[src/rtl/mem_arbiter_axi_pkg.sv]
// Shared types and constants for the two-master AXI-lite BRAM arbiter.
// Holds the FSM encoding and the AXI response / error-data constants.
package mem_arbiter_axi_pkg;

    typedef enum logic [1:0] {
        IDLE  = 2'd0,
        READ  = 2'd1,
        WRITE = 2'd2
    } state_t;

    localparam logic [1:0]  RESP_OKAY   = 2'b00;
    localparam logic [1:0]  RESP_SLVERR = 2'b10;
    localparam logic [31:0] ERR_RDATA   = 32'hDEAD_BEEF;

endpackage

[src/rtl/mem_arbiter_axi_rr_arbiter2.sv]
// Two-requester round-robin picker with its own last-grant register.
// Last grant resets to requester 1 so requester 0 wins the first tie.
module rr_arbiter2 (
    input  logic       clk,
    input  logic       rst,
    input  logic [1:0] req,
    input  logic       update,
    output logic [1:0] pick
);

    logic last;

    always_comb begin
        pick = req;
        if (req == 2'b11) begin
            pick = last ? 2'b01 : 2'b10;
        end
    end

    always_ff @(posedge clk) begin
        if (rst) begin
            last <= 1'b1;
        end else if (update && (|req)) begin
            last <= pick[1];
        end
    end

endmodule

[src/rtl/mem_arbiter_axi.sv]
// Two-master AXI-lite arbiter in front of the shared program/data BRAM.
// Optional watchdog enabled by defining ARB_TIMEOUT_EN.
module mem_arbiter_axi
    import mem_arbiter_axi_pkg::*;
#(
    parameter int ADDR_WIDTH     = 32,
    parameter int DATA_WIDTH     = 32,
    parameter int TIMEOUT_CYCLES = 1024
) (
    input  logic                  clk,
    input  logic                  rst,
    input  logic [ADDR_WIDTH-1:0] m0_axi_araddr,
    input  logic [ADDR_WIDTH-1:0] m0_axi_awaddr,
    input  logic                  m0_axi_arvalid,
    input  logic                  m0_axi_awvalid,
    input  logic                  m0_axi_wvalid,
    input  logic [DATA_WIDTH-1:0] m0_axi_wdata,
    input  logic [3:0]            m0_axi_wstrb,
    input  logic                  m0_axi_rready,
    input  logic                  m0_b_ready,
    output logic                  m0_axi_arready,
    output logic                  m0_axi_awready,
    output logic                  m0_axi_wready,
    output logic [DATA_WIDTH-1:0] m0_axi_rdata,
    output logic                  m0_axi_rvalid,
    output logic                  m0_b_valid,
    output logic [1:0]            m0_b_response,
    input  logic [ADDR_WIDTH-1:0] m1_axi_araddr,
    input  logic [ADDR_WIDTH-1:0] m1_axi_awaddr,
    input  logic                  m1_axi_arvalid,
    input  logic                  m1_axi_awvalid,
    input  logic                  m1_axi_wvalid,
    input  logic [DATA_WIDTH-1:0] m1_axi_wdata,
    input  logic [3:0]            m1_axi_wstrb,
    input  logic                  m1_axi_rready,
    input  logic                  m1_b_ready,
    output logic                  m1_axi_arready,
    output logic                  m1_axi_awready,
    output logic                  m1_axi_wready,
    output logic [DATA_WIDTH-1:0] m1_axi_rdata,
    output logic                  m1_axi_rvalid,
    output logic                  m1_b_valid,
    output logic [1:0]            m1_b_response,
    output logic [ADDR_WIDTH-1:0] s_axi_araddr,
    output logic [ADDR_WIDTH-1:0] s_axi_awaddr,
    output logic                  s_axi_arvalid,
    output logic                  s_axi_awvalid,
    output logic                  s_axi_wvalid,
    output logic [DATA_WIDTH-1:0] s_axi_wdata,
    output logic [3:0]            s_axi_wstrb,
    output logic                  s_axi_rready,
    output logic                  s_b_ready,
    input  logic                  s_axi_arready,
    input  logic                  s_axi_awready,
    input  logic                  s_axi_wready,
    input  logic [DATA_WIDTH-1:0] s_axi_rdata,
    input  logic                  s_axi_rvalid,
    input  logic                  s_b_valid,
    input  logic [1:0]            s_b_response,
    output logic [1:0]            grant
);

    state_t state, state_n;
    logic [1:0] grant_n, req, pick;
    logic       ar_done, aw_done, w_done;
    logic       ar_done_n, aw_done_n, w_done_n;
    logic       upd, fin, g, tmo;

    logic [1:0] arv, awv, wv, rr, br;
    logic [ADDR_WIDTH-1:0] ara [2];
    logic [ADDR_WIDTH-1:0] awa [2];
    logic [DATA_WIDTH-1:0] wd [2];
    logic [3:0]            ws [2];

    logic [1:0] ar_rdy, aw_rdy, w_rdy, r_vld, b_vld;
    logic [DATA_WIDTH-1:0] r_dat [2];
    logic [1:0]            b_rsp [2];

    assign arv = {m1_axi_arvalid, m0_axi_arvalid};
    assign awv = {m1_axi_awvalid, m0_axi_awvalid};
    assign wv  = {m1_axi_wvalid, m0_axi_wvalid};
    assign rr  = {m1_axi_rready, m0_axi_rready};
    assign br  = {m1_b_ready, m0_b_ready};
    assign ara = '{m0_axi_araddr, m1_axi_araddr};
    assign awa = '{m0_axi_awaddr, m1_axi_awaddr};
    assign wd  = '{m0_axi_wdata, m1_axi_wdata};
    assign ws  = '{m0_axi_wstrb, m1_axi_wstrb};
    assign req = arv | awv;
    assign g   = grant[1];

    assign m0_axi_arready = ar_rdy[0];
    assign m0_axi_awready = aw_rdy[0];
    assign m0_axi_wready  = w_rdy[0];
    assign m0_axi_rvalid  = r_vld[0];
    assign m0_axi_rdata   = r_dat[0];
    assign m0_b_valid     = b_vld[0];
    assign m0_b_response  = b_rsp[0];
    assign m1_axi_arready = ar_rdy[1];
    assign m1_axi_awready = aw_rdy[1];
    assign m1_axi_wready  = w_rdy[1];
    assign m1_axi_rvalid  = r_vld[1];
    assign m1_axi_rdata   = r_dat[1];
    assign m1_b_valid     = b_vld[1];
    assign m1_b_response  = b_rsp[1];

    rr_arbiter2 u_rr (
        .clk    (clk),
        .rst    (rst),
        .req    (req),
        .update (upd),
        .pick   (pick)
    );

    always_ff @(posedge clk) begin
        if (rst) begin
            state   <= IDLE;
            grant   <= 2'b00;
            ar_done <= 1'b0;
            aw_done <= 1'b0;
            w_done  <= 1'b0;
        end else begin
            state   <= state_n;
            grant   <= grant_n;
            ar_done <= ar_done_n;
            aw_done <= aw_done_n;
            w_done  <= w_done_n;
        end
    end

`ifdef ARB_TIMEOUT_EN
    logic [31:0] cnt;

    // Counter restarts on every state change; tmo latches until exit.
    always_ff @(posedge clk) begin
        if (rst || state == IDLE || state_n != state) begin
            cnt <= '0;
            tmo <= 1'b0;
        end else begin
            cnt <= cnt + 32'd1;
            if (cnt == 32'(TIMEOUT_CYCLES - 1)) begin
                tmo <= 1'b1;
            end
        end
    end
`else
    logic unused_timeout;
    assign tmo = 1'b0;
    assign unused_timeout = ^TIMEOUT_CYCLES;
`endif

    always_comb begin
        state_n   = state;
        grant_n   = grant;
        ar_done_n = ar_done;
        aw_done_n = aw_done;
        w_done_n  = w_done;
        upd = 1'b0;
        fin = 1'b0;
        ar_rdy = '0;
        aw_rdy = '0;
        w_rdy  = '0;
        r_vld  = '0;
        b_vld  = '0;
        r_dat[0] = '0;
        r_dat[1] = '0;
        b_rsp[0] = RESP_OKAY;
        b_rsp[1] = RESP_OKAY;
        s_axi_araddr  = '0;
        s_axi_awaddr  = '0;
        s_axi_arvalid = 1'b0;
        s_axi_awvalid = 1'b0;
        s_axi_wvalid  = 1'b0;
        s_axi_wdata   = '0;
        s_axi_wstrb   = '0;
        s_axi_rready  = 1'b0;
        s_b_ready     = 1'b0;
        unique case (state)
            IDLE: begin
                if (|req) begin
                    upd     = 1'b1;
                    grant_n = pick;
                    state_n = awv[pick[1]] ? WRITE : READ;
                end
            end
            READ: begin
                if (tmo) begin
                    r_vld[g] = 1'b1;
                    r_dat[g] = DATA_WIDTH'(ERR_RDATA);
                    fin      = rr[g];
                end else begin
                    s_axi_araddr  = ara[g];
                    s_axi_arvalid = arv[g] & ~ar_done;
                    ar_rdy[g]     = s_axi_arready & ~ar_done;
                    if (s_axi_arvalid && s_axi_arready) ar_done_n = 1'b1;
                    r_vld[g]     = s_axi_rvalid;
                    r_dat[g]     = s_axi_rdata;
                    s_axi_rready = rr[g];
                    fin          = s_axi_rvalid & rr[g];
                end
            end
            WRITE: begin
                if (tmo) begin
                    b_vld[g] = 1'b1;
                    b_rsp[g] = RESP_SLVERR;
                    fin      = br[g];
                end else begin
                    s_axi_awaddr  = awa[g];
                    s_axi_awvalid = awv[g] & ~aw_done;
                    aw_rdy[g]     = s_axi_awready & ~aw_done;
                    if (s_axi_awvalid && s_axi_awready) aw_done_n = 1'b1;
                    s_axi_wdata  = wd[g];
                    s_axi_wstrb  = ws[g];
                    s_axi_wvalid = wv[g] & ~w_done;
                    w_rdy[g]     = s_axi_wready & ~w_done;
                    if (s_axi_wvalid && s_axi_wready) w_done_n = 1'b1;
                    b_vld[g]  = s_b_valid;
                    b_rsp[g]  = s_b_response;
                    s_b_ready = br[g];
                    fin       = s_b_valid & br[g];
                end
            end
            default: state_n = IDLE;
        endcase
        if (fin) begin
            state_n   = IDLE;
            grant_n   = 2'b00;
            ar_done_n = 1'b0;
            aw_done_n = 1'b0;
            w_done_n  = 1'b0;
        end
    end

endmodule

[config.mk]
export PLATFORM = sky130hd
export DESIGN_NAME = mem_arbiter_axi
export DESIGN_NICKNAME = d
export VERILOG_FILES = /design/src/rtl/mem_arbiter_axi_pkg.sv /design/src/rtl/mem_arbiter_axi_rr_arbiter2.sv /design/src/rtl/mem_arbiter_axi.sv
export SDC_FILE = /design/constraint.sdc
export NUM_CORES = 1
export LEC_CHECK = 0
export CORE_AREA = 2 2 167 169
export DETAILED_ROUTE_END_ITERATION = 8
export DIE_AREA = 0 0 169 171
export GPL_ROUTABILITY_DRIVEN = 0
export GPL_TIMING_DRIVEN = 0
export PLACE_DENSITY = 0.44
export SLEW_MARGIN = 0
export SYNTH_ARGS = -nofsm -noshare
export SYNTH_HDL_FRONTEND = slang
export SYNTH_HIERARCHICAL = 1
export SYNTH_SLANG_ARGS = --single-unit
[constraint.sdc]
create_clock -name clk -period 1.9 [get_ports clk]
set_clock_uncertainty 0.2 [all_clocks]
set_input_delay 0.38 -clock clk [delete_from_list [all_inputs] [get_ports clk]]
set_output_delay 0.38 -clock clk [all_outputs]
set_load 0.1 [all_outputs]
* After elaboration in Yosys (flattened, before gate mapping) *
Cells that the tools add are included.

cells by class
  add/sub/neg operators = 0
  multipliers = 0
  div/mod/pow operators = 0
  $lt $le $gt $ge = 5
  equal/unequal tests = 4
  shift-type cells = 0
  multiplexer cells = 54
  bitwise logic cells = 21
  reduce and logical (&&, ||, !) cells = 15

operators with widths
  cell                                                                           count
  32-bit 2-to-1 mux                                                              13
  64-bit AND                                                                     1
  64-bit 2-to-1 mux                                                              1
  32-bit demux with 1-bit select                                                 1
  1-bit 2-to-1 mux                                                               20
  2-bit 2-to-1 mux                                                               10
  4-bit 2-to-1 mux                                                               5
  2-bit AND                                                                      5
  2-bit AND reduction                                                            5
  1-bit AND                                                                      8
  1-bit logical AND                                                              6
  2-bit OR reduction                                                             3
  4-bit AND                                                                      1
  2-bit equality test (second input constant)                                    2
  1-bit by 2-bit less-than comparator with 1-bit output (second input constant)  2
  1-bit NOT                                                                      4
  2-bit case mux with 2 select lines                                             1
  2-bit demux with 1-bit select                                                  1
  2-bit by 1-bit equality test with 1-bit output (second input constant)         1
  2-bit >= comparator (second input constant)                                    1
  2-bit zero test                                                                1
  2-bit by 1-bit less-than comparator with 1-bit output (second input constant)  1
  2-bit != test (second input constant)                                          1
  1-bit NOT with 2-bit output                                                    1
  other kinds (4)                                                                4

storage, ports and cells
  bits in registers = 8
  bits in latches = 0
  RAM bits = 0
  ROM bits = 0
  output and inout bits = 185
  logic and storage cells = 105
  memories = 0

* Depth between registers and ports, before layout *
Gate-level depths: netlist of the first run.

  depth after elaboration = 8
  mapped depth = 6
  depth with buffers taken out = 5

* Cells and area by module *
Netlist of the first run, hierarchy kept.

by module, submodules not included
  module           instances  cells an instance  area an instance (um2)  sequential area each (um2)
  mem_arbiter_axi  1          369                2831.5                  140.1
  rr_arbiter2      1          7                  61.3                    20.0

* Least setup slack after synthesis of the first run *
OpenSTA, ideal clock, no wires.

  path type = register to output
  start point = register grant[1]
  end point = output s_axi_awaddr[0]
  data arrival time = 3.083 ns
  required time = 1.320 ns
  setup slack = -1.763 ns
  cell stages (with the launch flop) = 6
  buffers on the path = 3
  cell sequence = dfxtp_1 buf_2 buf_4 buf_2 mux2i_1 nor2b_1

between the ends
  longest elaborated chain between the ends = 5

RTL lines
  what                                                   line                    text
  start, declared                                        mem_arbiter_axi.sv:60   output logic [1:0] grant
  start signal, assigned                                 mem_arbiter_axi.sv:123  grant <= grant_n;
  1-bit NOT with 2-bit output (not written as such)      mem_arbiter_axi.sv:207  s_axi_awaddr = awa[g];
  32-bit 2-to-1 mux (not written as such) (3 in series)  mem_arbiter_axi.sv:207
  32-bit 2-to-1 mux                                      mem_arbiter_axi.sv:177  unique case (state)
  end, declared                                          mem_arbiter_axi.sv:45   output logic [ADDR_WIDTH-1:0] s_axi_awaddr,

Every way passes these cells. The select of a mux whose other input is x is not followed.

* Final worst setup path of the first run *
  start point = register state[1]
  end point = output m0_axi_rdata[27]

between the ends
  longest elaborated chain between the ends = 2

RTL lines
  what                                            line                    text
  start, declared                                 mem_arbiter_axi.sv:63   state_t state, state_n;
  start signal, assigned                          mem_arbiter_axi.sv:122  state <= state_n;
  2-bit by 1-bit equality test with 1-bit output  mem_arbiter_axi.sv:177
  64-bit 2-to-1 mux                               mem_arbiter_axi.sv:177
  end, declared                                   mem_arbiter_axi.sv:24   output logic [DATA_WIDTH-1:0] m0_axi_rdata,

Every way passes these cells.

==> results of run 1 <==
-- layout by cell type, fill, tap and decap left out, types with 2 or more instances in the layout --
| master | n |
|---|---|
| sky130_fd_sc_hd__a211oi_1 | 3 |
| sky130_fd_sc_hd__a211oi_2 | 2 |
| sky130_fd_sc_hd__a221oi_2 | 2 |
| sky130_fd_sc_hd__a31oi_1 | 4 |
| sky130_fd_sc_hd__and2_1 | 2 |
| sky130_fd_sc_hd__and2_4 | 36 |
| sky130_fd_sc_hd__and3_4 | 36 |
| sky130_fd_sc_hd__and3b_4 | 2 |
| sky130_fd_sc_hd__buf_12 | 192 |
| sky130_fd_sc_hd__buf_16 | 11 |
| sky130_fd_sc_hd__buf_4 | 20 |
| sky130_fd_sc_hd__buf_6 | 18 |
| sky130_fd_sc_hd__buf_8 | 10 |
| sky130_fd_sc_hd__clkbuf_16 | 23 |
| sky130_fd_sc_hd__clkbuf_2 | 4 |
| sky130_fd_sc_hd__clkbuf_4 | 3 |
| sky130_fd_sc_hd__clkbuf_8 | 2 |
| sky130_fd_sc_hd__clkdlybuf4s50_1 | 246 |
| sky130_fd_sc_hd__dfxtp_1 | 5 |
| sky130_fd_sc_hd__dfxtp_4 | 3 |
| sky130_fd_sc_hd__dlygate4sd2_1 | 2 |
| sky130_fd_sc_hd__ha_4 | 2 |
| sky130_fd_sc_hd__inv_4 | 2 |
| sky130_fd_sc_hd__mux2_4 | 3 |
| sky130_fd_sc_hd__mux2i_1 | 3 |
| sky130_fd_sc_hd__mux2i_2 | 11 |
| sky130_fd_sc_hd__mux2i_4 | 91 |
| sky130_fd_sc_hd__nand2_1 | 2 |
| sky130_fd_sc_hd__nand2b_1 | 2 |
| sky130_fd_sc_hd__nor2_4 | 5 |
| sky130_fd_sc_hd__nor2b_4 | 104 |
-- state kept, by name, summed over array words and instances (netlist names) --
register,flops
state,2
u_rr/last,1
aw_done,1
grant,2
ar_done,1
w_done,1
-- metrics by stage --
step,setup WS [ns],hold slack (ns)
5_1_grt,-0.401,0.411
2_1_floorplan,-0.262,0.243
4_1_cts,-0.405,0.368
6_report,-0.360,0.369
3_3_place_gp,-1.80,0.322
3_5_place_dp,-1.83,0.332
-- timing repair --
| action | CTS | global route |
|---|---|---|
| buffers inserted | 22 | 20 |
| resized for setup | 1643 | 218 |
| cloned | 10 | 13 |
| pin swaps | 6 | 10 |
| setup endpoints to repair | 190 | 192 |
-- worst min-delay path: cells and delay by family, from the launching register on --
| family | cells | cell delay, ns |
|---|---|---|
| DFF | 1 | 0.37 |
| AOI/OAI and AO/OA | 2 | 0.17 |
-- area by class of cell --
cell class | instances | area [µm²] | share of cell area [%]
timing repair buffer | 498 | 7100 | 53.4
multi-input combinational | 329 | 4910 | 36.9
buffer | 30 | 597 | 4.48
tap | 346 | 433 | 3.25
sequential | 8 | 171 | 1.29
clock buffer | 4 | 78.8 | 0.592
inverter | 3 | 16.3 | 0.122
antenna | 1 | 2.50 | 0.0188
-- layer usage --
layer | routed length, µm | up-vias
met5 | 0 | -
met4 | 228 | 0
met3 | 1860 | 13
met2 | 14400 | 243
met1 | 8150 | 2306
li1 | - | 2301
-- cell usage after synthesis, drive strengths merged, types with 2 or more instances --
cell type | count | area (µm²)
mux2 | 3 | 33.8
or2 | 2 | 12.5
a211oi | 5 | 37.5
nand2b | 3 | 18.8
dfxtp | 8 | 160
nor2b | 104 | 653
and3 | 37 | 231
clkbuf | 21 | 78.8
a221oi | 2 | 30.0
and2 | 38 | 238
inv | 3 | 11.3
mux2i | 105 | 1060
and3b | 3 | 26.3
nand2 | 4 | 15.0
a31oi | 5 | 31.3
ha | 3 | 37.5
nor2 | 5 | 18.8
buf | 15 | 106
a21boi | 2 | 15.0
-- power groups by stage --
stage | clock [µW] | combinational (µW) | sequential (µW)
finish | 369 | 18100 | 302
global route | 385 | 18700 | 313
CTS | 375 | 16300 | 305
detailed placement | 0 | 13100 | 274
global placement | 0 | 13000 | 271
floorplan | 0 | 10200 | 377
-- cells by family after synthesis --
| group | Yosys count | synth area share (%) |
|---|---|---|
| buffers and inverters | 39 | 6.79 |
| multiplexers | 108 | 37.9 |
| AND/OR/NAND/NOR | 200 | 43.1 |
| flip-flops | 8 | 5.54 |
| AO/OA/AOI/OAI | 18 | 5.36 |
| adder cells (fa/ha/maj) | 3 | 1.30 |
-- path summary, 6_finish.rpt --
path / end / slack, ns / depth (start not counted)
min: u_rr/last / 0.37 / 2
max reg2reg: state[0] / -0.04 / 7
min reg2reg: u_rr/last / 0.37 / 2
max: m0_axi_rdata[27] / -0.36 / 8
==> results by stage, run 1 <==
Global routing:
- The initial antenna violation count was 1.
- The global-route layer with the greatest usage is met2.
- The global-route wire length before repair is 32.8 mm.
- The met2 demand-to-capacity share in global routing is a little under a third.
- The total overflow reported by the global router is 0.
- The pin count of the biggest net entering global routing is 12.
- The global-route met1 utilization is 14.8%.
- The via count of the first global-routing pass is 5253.
- The overall fraction of global-route tracks in use is approximately 15%.
- For this run, global-route usage on met3 was measured as ~4.0%.

Critical path:
- The critical path goes through inv_4, ha_4, buf_12, nor2b_4, buf_12, clkbuf_16, and2_4, buf_12.
- The category of the critical setup timing path is reg -> out.
- STA classifies the critical path endpoint as an output port.
- For this run, the slowest stage of the critical path takes approximately 0.35 ns.
- In this run the worst setup path begins at state[1].
- The largest individual stage delay along the critical path comes from the cell sky130_fd_sc_hd__dfxtp_4.
- Counting stages on the worst path, the most repeated cell is sky130_fd_sc_hd__buf_12.
- In this run the critical register-to-register path is launched from grant[1].
- The critical path contains buffers and inverters numbering 5 combined.
- Data on the critical path is required at its endpoint by around 1.3 ns.
- The worst setup path is launched from a flop.
- For the worst setup path, the data arrival time is about 1.7 ns.
- The worst-path maximum fanout is 7.
- The family with the most delay on the worst path is buffers and inverters.

Timing:
- The final count of hold timing violations is 0.
- Setup repair after global routing could not meet its margin everywhere.
- Measured against its own limit, the worst slew margin works out to between 30% and 40%.
- The period utilization is 119%.
- The final-report setup violation count is between 150 and 200.
- The routed design could run at a clock period as short as roughly 2.3 ns.
- For this run, the top clock speed supported by timing is approximately 440 MHz.
- Once routing completed, OpenROAD measured the worst setup slack at -0.360 ns.
- The post-route setup TNS is -50.91 ns.
- The max-slew violation count is 0.
- At the pin with the least slew margin, the transition time is 0.979 ns.

Outcome:
- The final reports fail on setup timing.
- The run finished, with violations left.

Floorplanning:
- The initial core utilization is a little over a tenth.
- Pin placement for this block handled between 400 and 500 I/O pins.
- The number of rows created at floorplan is around 60.
- In this run the standard cell core region covers 27300 µm².
- The die area is 28900 µm².
- From bottom edge to top edge, the die measures 171 µm.
- From left edge to right edge, the die measures between 150 and 200 µm.

Yosys:
- Sequential elements use under 10% of the synthesized area.
- The most used flip-flop cell after synthesis is sky130_fd_sc_hd__dfxtp_1.
- The number of nets produced by synthesis is 630.
- The flip-flop and latch count after synthesis is 8.
- Counting flops with an async set or reset pin after synthesis yields a share of 0%.
- For this run, the number of Yosys warnings is 6.
- The cell area after synthesis is between 2000 and 3000 µm².
- Synthesis produced a netlist whose cell count is around 380.
- Each instance of the synthesized netlist takes up on average between 7 and 8 µm².
- The number of enable-type register cells in the synthesized netlist is 0.
- The count of different cell masters after synthesis is 31.

Pwr:
- The register share of total power is roughly 1.6%.
- The peak supply drop is 0.000741 V.
- Power comes to 18800 µW.
- Of the total power, combinational logic draws between 90 and 100%.
- Net switching is 53.2% of the power.
- The leakage dissipation is about 0.0047 µW.
- The clock network power share is under 10%.
- The power density over the cells is 1410 nW/µm².
- For this design the total switching power over the nets is roughly 10000 µW.
- The internal portion of the total power is between 8000 and 9000 µW.

Run:
- The number of max-cap violations is 0.

Placement:
- Summed over all nets, the half-perimeter wirelength after detailed placement is about 18 mm.
- The number of port buffers is roughly 440.
- In this run, placement finished with an instance count of 1157.
- The cell area after placement is between 9000 and 10000 µm².

Detailed routing:
- The number of DRC markers after the initial detailed-route iteration is 80.
- The first-pass iteration count of the detailed router is 3.
- Using the TritonRoute via totals, the vias-per-cell ratio works out to approximately 4.0.
- The routed layout has between 4000 and 5000 vias.
- For this block, the routed nets add up to roughly 25 mm of wire.
- The remaining design rule violation count is 0.
- The post-detailed-route count of antenna-violating nets is 0.
- The detail-routed net length per standard cell is approximately 20 µm.

CTS:
- After clock tree synthesis, the clock-pin slew on the worst setup and hold paths is about 0.040 ns.
- For the worst-skew pair, the clock arrives at the later sink with an insertion delay of approximately 0.24 ns.
- Buffers inserted during clock tree synthesis total 3.
- Hold repair after CTS inserted 0 buffers.
- The maximum number of buffers from clock root to sink is 2.
- The root buffer cell chosen for the clock tree is sky130_fd_sc_hd__clkbuf_16.
- The clock tree from TritonCTS is done.
- CTS built an H-tree with a depth of 1.
- The clock net in this run drives a total of 8 sinks.

Cells and area:
- The layout net count is between 1000 and 1500.
- Cells fill about 50% of the core in the end.
- After filler insertion, the fill cell instance count of the layout stands at 2375.
- Compared with the post-synthesis result, the final layout area differs by 360%.
- Of the cells placed in the final design, the portion with a size suffix greater than 1 is 68.1%.
- The post-route standard cell area excluding fillers is 13300 µm².
- The post-layout instance count excluding filler cells is ~1200.

Min path:
- In this run the most critical hold path is launched from u_rr/last.
- The worst hold-check path type is reg -> reg.
No activity file was read; power rests on OpenSTA's default activity.
==> run 2, diff against run 1 <==
- CAP_MARGIN: default -> 20
==> results of run 2 <==
Final layout, timing and power as in run 1 (identical DEF).
==> run 3, diff against run 2 <==
- clock period: 1.9 -> 2.05 ns (I/O delays scaled with it)
==> results by stage, run 3 (synthesis results as in run 1) <==
Global routing:
- The global-route wire length before repair is 31.2 mm (-5.1%).
- The via count of the first global-routing pass is 4843 (-7.8%).
- The pin count of the biggest net entering global routing is 11 (-1).
- The initial antenna violation count was 5 (+4).
- The total overflow reported by the global router is 0 (unchanged).
- The overall fraction of global-route tracks in use came to 14.5% (-0.49 points).

Cells and area:
- The register cell area after layout is 171 µm² (unchanged).
- The number of inserted filler cells in the final layout is 2529 (+6.5%).
- Relative to the synthesized area, the layout overhead comes to 317%.
- The largest registers in the layout are grant: 2 flops, state: 2 flops.
- The library cell used most frequently in the layout, excluding fill and tap cells, is sky130_fd_sc_hd__clkdlybuf4s50_1.
- The library cells used most frequently in the layout, excluding fill and tap cells, are sky130_fd_sc_hd__clkdlybuf4s50_1, sky130_fd_sc_hd__buf_12, sky130_fd_sc_hd__nor2b_4, sky130_fd_sc_hd__mux2i_4, sky130_fd_sc_hd__and3_4.
- The multi-input logic area is 4640 µm² (-5.4%).
- The share of the core filled with cells in the final layout was 44.1% (-4.6 points).
- The layout net count was 1101 (-2.3%).
- The fraction of layout instances using a drive strength above 1 is 66.2% (-1.9 points).

Placement:
- The number of port buffers is 435 (unchanged).
- The detailed placer's ending HPWL came to 18.5 mm (about the same).
- The worst setup timing slack at the placement stage is -1.68 ns (+0.154 ns).

CTS:
- The cell at the root of the clock tree is sky130_fd_sc_hd__clkbuf_16.
- The worst-skew pair later-pin latency is 0.24 ns (about the same).
- The H-tree depth is 1 (unchanged).
- The TritonCTS sink count is 8 (unchanged).
- The clock input transition at the sequential cells of the worst setup and hold paths was 0.04 ns (about the same).
- The number of buffers added by the clock tree synthesis step was 3 (unchanged).
- The clock tree from TritonCTS is done.
- The maximum number of buffers from clock root to sink is 2 (unchanged).
- The hold-fix buffer count after cts is 0 (unchanged).

Detailed routing:
- The met2 wire length came to 12.9 mm (-11%).
- The vias after detailed routing is 4688 (-3.6%).
- The detail-routed net length per standard cell is 19.4 µm (-4.2%).
- The number of DRC markers after the initial detailed-route iteration is 84 (+5.0%).
- The routed via count divided by cell count is 3.92 (-1.8%).
- The remaining design rule violation count is 0 (unchanged).
- The first-pass iteration count of the detailed router is 4 (+1).
- The highest metal layer with signal wires is met5.
- The total length of routed met3 wires is 2.11 mm (+14%).
- The total length of routed wires is 23.2 mm (-5.9%).
- The post-detailed-route count of antenna-violating nets is 0 (unchanged).
- The wire length the detailed router placed on met1 is 8.13 mm (-0.26%).

Timing:
- The max-slew violation count was 0 (unchanged).
- The worst path uses 111% of the clock period.
- The final count of hold timing violations is 0 (unchanged).
- The worst slew margin relative to its limit is 57.9% (+23 points).
- The transition at the pin with the smallest max-transition slack is 0.635 ns (-0.345 ns).
- The final-report setup violation count is 182 (-2.2%).
- The highest clock frequency the design can meet is between 400 and 500 MHz.
- Setup repair after global routing could not meet its margin everywhere.
- The shortest clock period the worst path allows after layout is roughly 2.3 ns.
- The final worst-path setup slack was -0.218 ns (+0.142 ns).

Pwr:
- The leakage dissipation is 0.00429 µW (-7.9%).
- The power density over the cells came to 1310 nW/µm² (-7.6%).
- The peak supply drop is 0.000698 V (-5.9%).

Critical path:
- The number of cells on the worst reg-to-reg path was 7 (unchanged).
- In this run the critical register-to-register path is captured at aw_done.
- The critical path is of the reg -> out type.
- The source of the worst register-to-register timing path is grant[1].
- The startpoint type of the worst setup path is a flop.
- The critical path endpoint category is an output port.
- The critical path ends at s_axi_wdata[0].
- The setup slack on the worst flop-to-flop path was 0.11 ns (+0.15 ns).
- The data arrival time at the worst-slack endpoint is 1.66 ns (-0.02 ns).
- The data required time of the critical path is 1.44 ns (+0.12 ns).
- The critical path starts at grant[1].
- The worst-path maximum fanout came to 10 (+3).

Outcome:
- The checks that failed: setup timing.
- The run finished, with violations left.

Floorplanning:
- The initial core utilization came to 10.6% (unchanged).
- The die area is 28900 µm² (unchanged).
- The number of top-level pins is 436 (unchanged).
- The die height was 171 µm (unchanged).
- The core outline area is 27300 µm² (unchanged).
- The horizontal die dimension is 169 µm (unchanged).
- The number of rows created at floorplan was 61 (unchanged).

Min path:
- The hold-critical path depth was 2 (unchanged).
- The worst hold-check path type is reg -> reg.

Run:
- The number of max-cap violations is 0 (unchanged).
[run 3: how the worst min path moves through the flow]
stage,startpoint,endpoint
finish,grant[0],grant[0]
global route,aw_done,aw_done
global placement,u_rr/last,u_rr/last
detailed placement,u_rr/last,u_rr/last
CTS,aw_done,aw_done
floorplan,rst,grant[1]
[run 3: where the power goes]
part	internal (µW)	total, µW	leakage [µW]	switching, µW
Sequential	222	284	0.0000677	62.5
Clock	260	344	0.0000382	84.3
Combinational	6400	15100	0.00418	8720
Total	6880	15700	0.00429	8870
[run 3: per-layer routing]
layer | global-route usage, % | vias to the layer above
li1 | - | 2271
met1 | 15.3 | 2187
met2 | 28.3 | 220
met3 | 5.14 | 8
met4 | 1.49 | 2
met5 | 0 | -
[run 3: critical path: stages (launching register included)]
cell and delay, ns:
sky130_fd_sc_hd__dfxtp_4 0.35, sky130_fd_sc_hd__buf_8 0.12, sky130_fd_sc_hd__buf_12 0.18, sky130_fd_sc_hd__buf_12 0.19
sky130_fd_sc_hd__mux2i_2 0.27, sky130_fd_sc_hd__nor2b_4 0.05, sky130_fd_sc_hd__buf_4 0.23
[run 3: layout make-up]
cell class	count	area share (%)
clock buffer	4	0.654
inverter	3	0.135
multi-input combinational	329	38.5
buffer	36	5.37
sequential	8	1.42
antenna	5	0.104
timing repair buffer	466	50.2
tap	346	3.59
[run 3: repair_timing]
action | CTS | global route
setup buffers | 10 | 10
gates resized for setup | 1579 | 262
cloned | 5 | 7
pin swaps | 3 | 5
setup endpoints to repair | 192 | 189
[run 3: metrics by stage]
step	area, µm²	setup TNS (ns)	total power, µW	cells	hold slack [ns]
after floorplan	4050	-27.52	9170	376	0.273
after global placement	8830	-249.45	11800	1157	0.318
after detailed placement	8830	-247.44	11800	1157	0.321
after CTS	10600	-31.86	14300	1176	0.356
after global routing	12100	-35.65	16300	1193	0.387
final	12100	-25.60	15700	1197	0.363
